--- src/rtl/ps2_key_event_rx.sv ---
// PS/2 keyboard receiver: synchroniser, clock filter, frame FSM, E0/F0 decoder, event FIFO.
// Optional PS2_TYPEMATIC_FILTER_EN suppresses auto-repeat make events of the held key.
module ps2_key_event_rx #(
  parameter int SYNC_STAGES = 3,
  parameter int FILT_LEN    = 4,
  parameter int TIMEOUT_CYC = 50000,
  parameter int FIFO_DEPTH  = 8,
  parameter int FIFO_AW     = 3
) (
  input  logic               clk,
  input  logic               rst,
  input  logic               ps2k_clk,
  input  logic               ps2k_data,
  input  logic               ev_rd,
  output logic               ev_valid,
  output logic [7:0]         ev_code,
  output logic               ev_ext,
  output logic               ev_brk,
  output logic [FIFO_AW:0]   ev_count,
  output logic               key_held,
  output logic               err_parity,
  output logic               err_frame,
  output logic               ovf,
  input  logic               err_clr
);

  localparam logic [1:0] S_IDLE   = 2'd0;
  localparam logic [1:0] S_DATA   = 2'd1;
  localparam logic [1:0] S_PARITY = 2'd2;
  localparam logic [1:0] S_STOP   = 2'd3;

  localparam int FW = $clog2(FILT_LEN + 1);
  localparam int TW = $clog2(TIMEOUT_CYC + 1);

  logic [SYNC_STAGES-1:0] csync;
  logic [SYNC_STAGES-1:0] dsync;
  logic                   sclk;
  logic                   sdata;

  always_ff @(posedge clk) begin
    if (!rst) begin
      csync <= '1;
      dsync <= '1;
    end else begin
      csync <= {csync[SYNC_STAGES-2:0], ps2k_clk};
      dsync <= {dsync[SYNC_STAGES-2:0], ps2k_data};
    end
  end

  assign sclk  = csync[SYNC_STAGES-1];
  assign sdata = dsync[SYNC_STAGES-1];

  logic [FW-1:0] fcnt;
  logic          filt;
  logic          change;
  logic          fall;

  // The filtered level flips on the FILT_LEN-th consecutive differing sample.
  assign change = (sclk != filt) && (fcnt == FW'(FILT_LEN - 1));
  assign fall   = change && filt;

  always_ff @(posedge clk) begin
    if (!rst) begin
      filt <= 1'b1;
      fcnt <= '0;
    end else if (sclk == filt) begin
      fcnt <= '0;
    end else if (change) begin
      filt <= sclk;
      fcnt <= '0;
    end else begin
      fcnt <= fcnt + 1'b1;
    end
  end

  logic [1:0]    state;
  logic [2:0]    bcnt;
  logic [7:0]    sh;
  logic          par;
  logic          byte_valid;
  logic [TW-1:0] tcnt;
  logic          tmo;

  // Registered err_frame then lands exactly TIMEOUT_CYC cycles after the edge.
  assign tmo = (state != S_IDLE) && !fall &&
               (tcnt == TW'(TIMEOUT_CYC - 2));

  always_ff @(posedge clk) begin
    if (!rst || fall || state == S_IDLE) begin
      tcnt <= '0;
    end else begin
      tcnt <= tcnt + 1'b1;
    end
  end

  always_ff @(posedge clk) begin
    if (!rst) begin
      state      <= S_IDLE;
      bcnt       <= '0;
      sh         <= '0;
      par        <= 1'b0;
      byte_valid <= 1'b0;
      err_parity <= 1'b0;
      err_frame  <= 1'b0;
    end else begin
      byte_valid <= 1'b0;
      err_parity <= 1'b0;
      err_frame  <= 1'b0;
      if (tmo) begin
        state     <= S_IDLE;
        err_frame <= 1'b1;
      end else if (fall) begin
        case (state)
          S_IDLE: begin
            if (!sdata) begin
              state <= S_DATA;
              bcnt  <= '0;
            end
          end
          S_DATA: begin
            sh   <= {sdata, sh[7:1]};
            bcnt <= bcnt + 1'b1;
            if (bcnt == 3'd7) state <= S_PARITY;
          end
          S_PARITY: begin
            par   <= sdata;
            state <= S_STOP;
          end
          S_STOP: begin
            state <= S_IDLE;
            if (!sdata)             err_frame  <= 1'b1;
            else if (!(^{sh, par})) err_parity <= 1'b1;
            else                    byte_valid <= 1'b1;
          end
          default: state <= S_IDLE;
        endcase
      end
    end
  end

  logic       ext;
  logic       brk;
  logic [8:0] rec;
  logic       is_pfx;
  logic       evt;
  logic       rep;
  logic       push;

  assign is_pfx = (sh == 8'hE0) || (sh == 8'hF0);
  assign evt    = byte_valid && !is_pfx;
  assign rep    = !brk && key_held && ({ext, sh} == rec);

`ifdef PS2_TYPEMATIC_FILTER_EN
  assign push = evt && !rep;
`else
  assign push = evt;
`endif

  always_ff @(posedge clk) begin
    if (!rst) begin
      ext <= 1'b0;
      brk <= 1'b0;
    end else if (err_parity || err_frame) begin
      ext <= 1'b0;
      brk <= 1'b0;
    end else if (byte_valid) begin
      if (sh == 8'hE0) begin
        ext <= 1'b1;
      end else if (sh == 8'hF0) begin
        brk <= 1'b1;
      end else begin
        ext <= 1'b0;
        brk <= 1'b0;
      end
    end
  end

  always_ff @(posedge clk) begin
    if (!rst) begin
      key_held <= 1'b0;
      rec      <= '0;
    end else if (push) begin
      if (!brk) begin
        key_held <= 1'b1;
        rec      <= {ext, sh};
      end else if ({ext, sh} == rec) begin
        key_held <= 1'b0;
      end
    end
  end

  logic [9:0]         mem [FIFO_DEPTH];
  logic [FIFO_AW-1:0] wp;
  logic [FIFO_AW-1:0] rp;
  logic [FIFO_AW:0]   cnt;
  logic               full;
  logic               pop;
  logic               wr;
  logic               drop;
  logic [9:0]         head;

  assign full = (cnt == (FIFO_AW+1)'(FIFO_DEPTH));
  assign pop  = ev_rd && (cnt != '0);
  assign wr   = push && (!full || pop);
  assign drop = push && full && !pop;

  always_ff @(posedge clk) begin
    if (wr) mem[wp] <= {ext, brk, sh};
  end

  always_ff @(posedge clk) begin
    if (!rst) begin
      wp  <= '0;
      rp  <= '0;
      cnt <= '0;
      ovf <= 1'b0;
    end else begin
      if (wr)  wp <= wp + 1'b1;
      if (pop) rp <= rp + 1'b1;
      case ({wr, pop})
        2'b10:   cnt <= cnt + 1'b1;
        2'b01:   cnt <= cnt - 1'b1;
        default: cnt <= cnt;
      endcase
      // A new drop outranks a simultaneous clear.
      if (drop)         ovf <= 1'b1;
      else if (err_clr) ovf <= 1'b0;
    end
  end

  assign head     = mem[rp];
  assign ev_valid = (cnt != '0);
  assign ev_count = cnt;
  assign ev_code  = ev_valid ? head[7:0] : 8'h00;
  assign ev_brk   = ev_valid && head[8];
  assign ev_ext   = ev_valid && head[9];

endmodule

--- config.mk ---
export PLATFORM = sky130hd
export DESIGN_NAME = ps2_key_event_rx
export DESIGN_NICKNAME = d
export VERILOG_FILES = /design/src/rtl/ps2_key_event_rx.sv
export SDC_FILE = /design/constraint.sdc
export NUM_CORES = 1
export LEC_CHECK = 0
export CAP_MARGIN = 40
export CORE_UTILIZATION = 60
export DETAILED_ROUTE_END_ITERATION = 8
export PLACE_DENSITY = 0.85
export SYNTH_ARGS = -nofsm -noshare
export SYNTH_HDL_FRONTEND = slang
export SYNTH_SLANG_ARGS = --single-unit
export TNS_END_PERCENT = 50
--- constraint.sdc ---
create_clock -name clk -period 5.9 [get_ports clk]
set_input_delay 0.59 -clock clk [delete_from_list [all_inputs] [get_ports clk]]
set_output_delay 0.59 -clock clk [all_outputs]
set_load 0.005 [all_outputs]
==> run_results.csv <==
group,metric,value,unit
sta,period_share,51.1,%
sta,finalSetupViolCount,0,
final_layout,diodes,0,
clock_network,clk_path_buf_depth,2,
pwr,peakVddDrop,0.199,mV
critical_path,worstReg2RegStart,"sh[0]$_SDFFE_PN0P_",
sta,clock.fmax,332,MHz
sta,finClkSkew,0.00849,ns
critical_path,cp.depth,5,
run,max_cap_violations,0,
synth,synth_top_family_by_area,"simple AND/OR/NAND/NOR gates",
routing,avgRoutedWirePerCell,17.7,um
global_routing,grt_pass1_vias,3891,
sta,min_period,3.01,ns
clock_network,cts-hold-fix-buffers,0,
sta,final_max_slew_viol_count,0,
global_routing,grt_start_max_net_pins,23,
synth,synth-compound-area-share,4.44,%
routing,num_vias,3806,
synth,ys_seq_area_share,61.3,%
pwr,p_switching,440,uW
final_layout,final_core_util,72.8,%
pwr,seqPwrFrac,51.7,%
synth,syn_area,6170,sq um
critical_path,end_kind,"primary output",
clock_network,cts_resized,0,
critical_path,worst_path_max_delay_cell,"mux4_2",
worst_hold_path,holdPathEnd,"dsync[2]$_SDFF_PN1_",
worst_hold_path,hp-start,"dsync[1]$_SDFF_PN1_",
routing,avgViaCountPerCell,5.78,
synth,synth-edff-count,80,
floorplanning,core_area,9860,sq um
critical_path,path_cells,"buf_4, mux4_2, mux2i_1, nor2_1, clkdlybuf4s50_1",
clock_network,cts-root-buf,"clkbuf_8",
global_routing,grt_overflow,0,
synth,synthMuxAreaShare,11.7,%
run_status,status,"finished clean",
floorplanning,die_w,103,um
synth,synth.ff_latch_count,149,
pwr,switching_share,21.0,%
critical_path,crit_fanout,20,
critical_path,ff2ff_setup_slack,3.18,ns
worst_hold_path,hold_class,"register to register",
routing,wl,11.7,mm
sta,tns,0,ns
routing,drcViolationCount,0,
critical_path,required,5.31,ns
placed_design,place_worst_setup_slack,2.87,ns
pwr,comb_power_share,0.6,%
sta,hold_viol,0,
clock_network,cts_max_level,4,
sta,relSlewSlack,53.9,%
clock_network,clk_pin_slew,0.07,ns
routing,drt-initial-drc-count,190,
pwr,p_leak,2.42,nW
synth,synth_nets,497,
synth,syn_avg_cell_area,12.9,sq um
final_layout,area_growth,16.4,%
placed_design,place_area,6620,sq um
final_layout,drive_gt1_share,14.5,%
pwr,p_per_area,292,nW/um^2
worst_hold_path,hold_depth,1,
sta,rsz0062_at_grt,"no",
clock_network,cts_setup_buffers,0,
floorplanning,die_height,103,um
floorplanning,io_pins,25,
clock_network,cts_tree,"built",
floorplanning,rows,36,
critical_path,critPathBufInv,2,
synth,synth-main-ff-cell,"edfxtp_1",
critical_path,criticalPathCategory,"register to primary output",
clock_network,clock-sinks,149,
final_layout,nNetsFinal,531,
critical_path,crit_family,"buffers and inverters",
critical_path,cp.arrival,2.42,ns
clock_network,clock_latency,0.51,ns
clock_network,numCtsBuffers,17,
floorplanning,die-area,10700,sq um
synth,synth-async-reset-ratio,0,%
routing,drt_pre_antenna_iters,4,
synth,synthAdderAreaFrac,2.64,%
sta,holdWs,0.411,ns
global_routing,grt_use_total,24.5,%
sta,layout_setup_ws,2.89,ns
placed_design,portBuffers,24,
routing,ant_nets,0,
synth,synth-simple-area-share,13.2,%
synth,yosys_warnings,0,
critical_path,cp_slowest_stage_delay,0.57,ns
final_layout,fin_area,7180,sq um
final_layout,final_cell_mix,"edfxtp_1, dfxtp_1, nor2_1, nand2_1, mux2i_1",
synth,synth_xor_area_share,4.34,%
sta,worst_slew_pin_slew,0.690,ns
critical_path,critPathLaunchType,"register",
pwr,pwr-share-clk,47.7,%
global_routing,grt_pass1_wl,19.0,mm
critical_path,r2r-end,"mem[3][6]$_DFFE_PP_",
placed_design,place.gp.congestion,0.807,
placed_design,dp_hpwl,7.86,mm
critical_path,worstRegToRegCells,5,
global_routing,antenna_found_initial,0,
floorplanning,start_util,62.5,%
synth,synth.distinct_cells,45,
final_layout,layout_commonest_cell,"edfxtp_1",
pwr,p_int,1.66,mW
synth,synthCells,478,
==> logic make-up after synthesis <==
group | count (synthesis)
fa+ha+maj | 13
simple gates | 162
mux | 47
flops | 149
xor+xnor | 29
buf+inv | 33
compound gates | 45
==> layer usage <==
| metal | vias to the layer above | wire length, um | track usage (%) |
|---|---|---|---|
| met3 | 17 | 371 | 5.31 |
| met1 | 1889 | 4960 | 29.3 |
| met4 | 0 | 184 | 9.64 |
| met5 | - | 0 | 0 |
| li1 | 1811 | - | - |
| met2 | 89 | 6150 | 43.4 |
==> Yosys cell counts, types with 2 or more instances <==
cell      instances  area [sq um]
xor2_1            8          70.1
nor2_1           48           180
nand2b_1         12          75.1
o211ai_1          2          15.0
nor3_1            6          30.0
nor2b_1           4          25.0
a32oi_1           2          17.5
o21ai_0           8          40.0
a21oi_1          24           120
mux4_2           20           450
nand2_1          42           158
nand4_1          10          62.6
o41ai_1           2          17.5
dfxtp_1          69          1380
and3b_1           3          26.3
ha_1             13           163
nand3b_1          2          15.0
buf_1             2          7.51
clkbuf_1         11          41.3
nor4_1            3          18.8
or3_1             9          56.3
and3_1            2          12.5
nand3_1          10          50.1
mux2i_1          27           270
and2_1            5          31.3
and4_1            2          17.5
xnor2_1          20           175
inv_1            11          41.3
edfxtp_1         80          2400
buf_2             6          30.0
==> worst register-to-register path, stage by stage (launching register included) <==
cell and delay (ns):
dfxtp_1 0.66, and3b_1 0.29, a21oi_2 0.40, nand2_1 0.26, nor3_2 0.53, buf_4 0.28
==> power groups by stage <==
| stage | sequential, mW | clock [mW] | combinational (mW) |
|---|---|---|---|
| final | 1.08 | 1.00 | 0.0136 |
| after detailed placement | 1.11 | 0 | 0.0135 |
| after CTS | 1.08 | 1.01 | 0.0135 |
| after global routing | 1.08 | 1.06 | 0.0149 |
| after floorplan | 1.11 | 0 | 0.00776 |
| after global placement | 1.11 | 0 | 0.0120 |
==> through the flow <==
step	power [mW]	std cells
6_report	2.10	658
5_1_grt	2.16	658
4_1_cts	2.11	658
3_5_place_dp	1.12	626
3_3_place_gp	1.12	615
2_1_floorplan	1.11	478
==> how the worst max path moves through the flow <==
stage	from	to	slack, ns
after floorplan	sh[0]$_SDFFE_PN0P_	mem[0][0]$_DFFE_PP_	3.29
after global placement	rst	tcnt[12]$_SDFF_PP0_	2.83
after detailed placement	rst	tcnt[15]$_SDFF_PP0_	2.87
after CTS	register	ev_code[2]	2.84
after global routing	register	ev_code[2]	2.70
final	register	ev_code[2]	2.89
==> layout make-up <==
class	count	area (sq um)
clock buffer	17	414
clock inverter	15	148
multi-input combinational	296	2270
sequential	149	3780
fill	649	2680
tap	133	166
timing repair buffer	37	357
inverter	11	41.3
==> state kept, by name (all words and copies together), names as in the netlist, named ones only <==
name        count
key_held        1
brk             1
par             1
tcnt           16
ovf             1
sh              8
state           2
rp              3
ev_count        4
mem            80
fcnt            3
err_parity      1
rec             9
ext             1
filt            1
csync           3
wp              3
bcnt            3
err_frame       1
dsync           3
byte_valid      1
(Power assumes the default switching activity.)
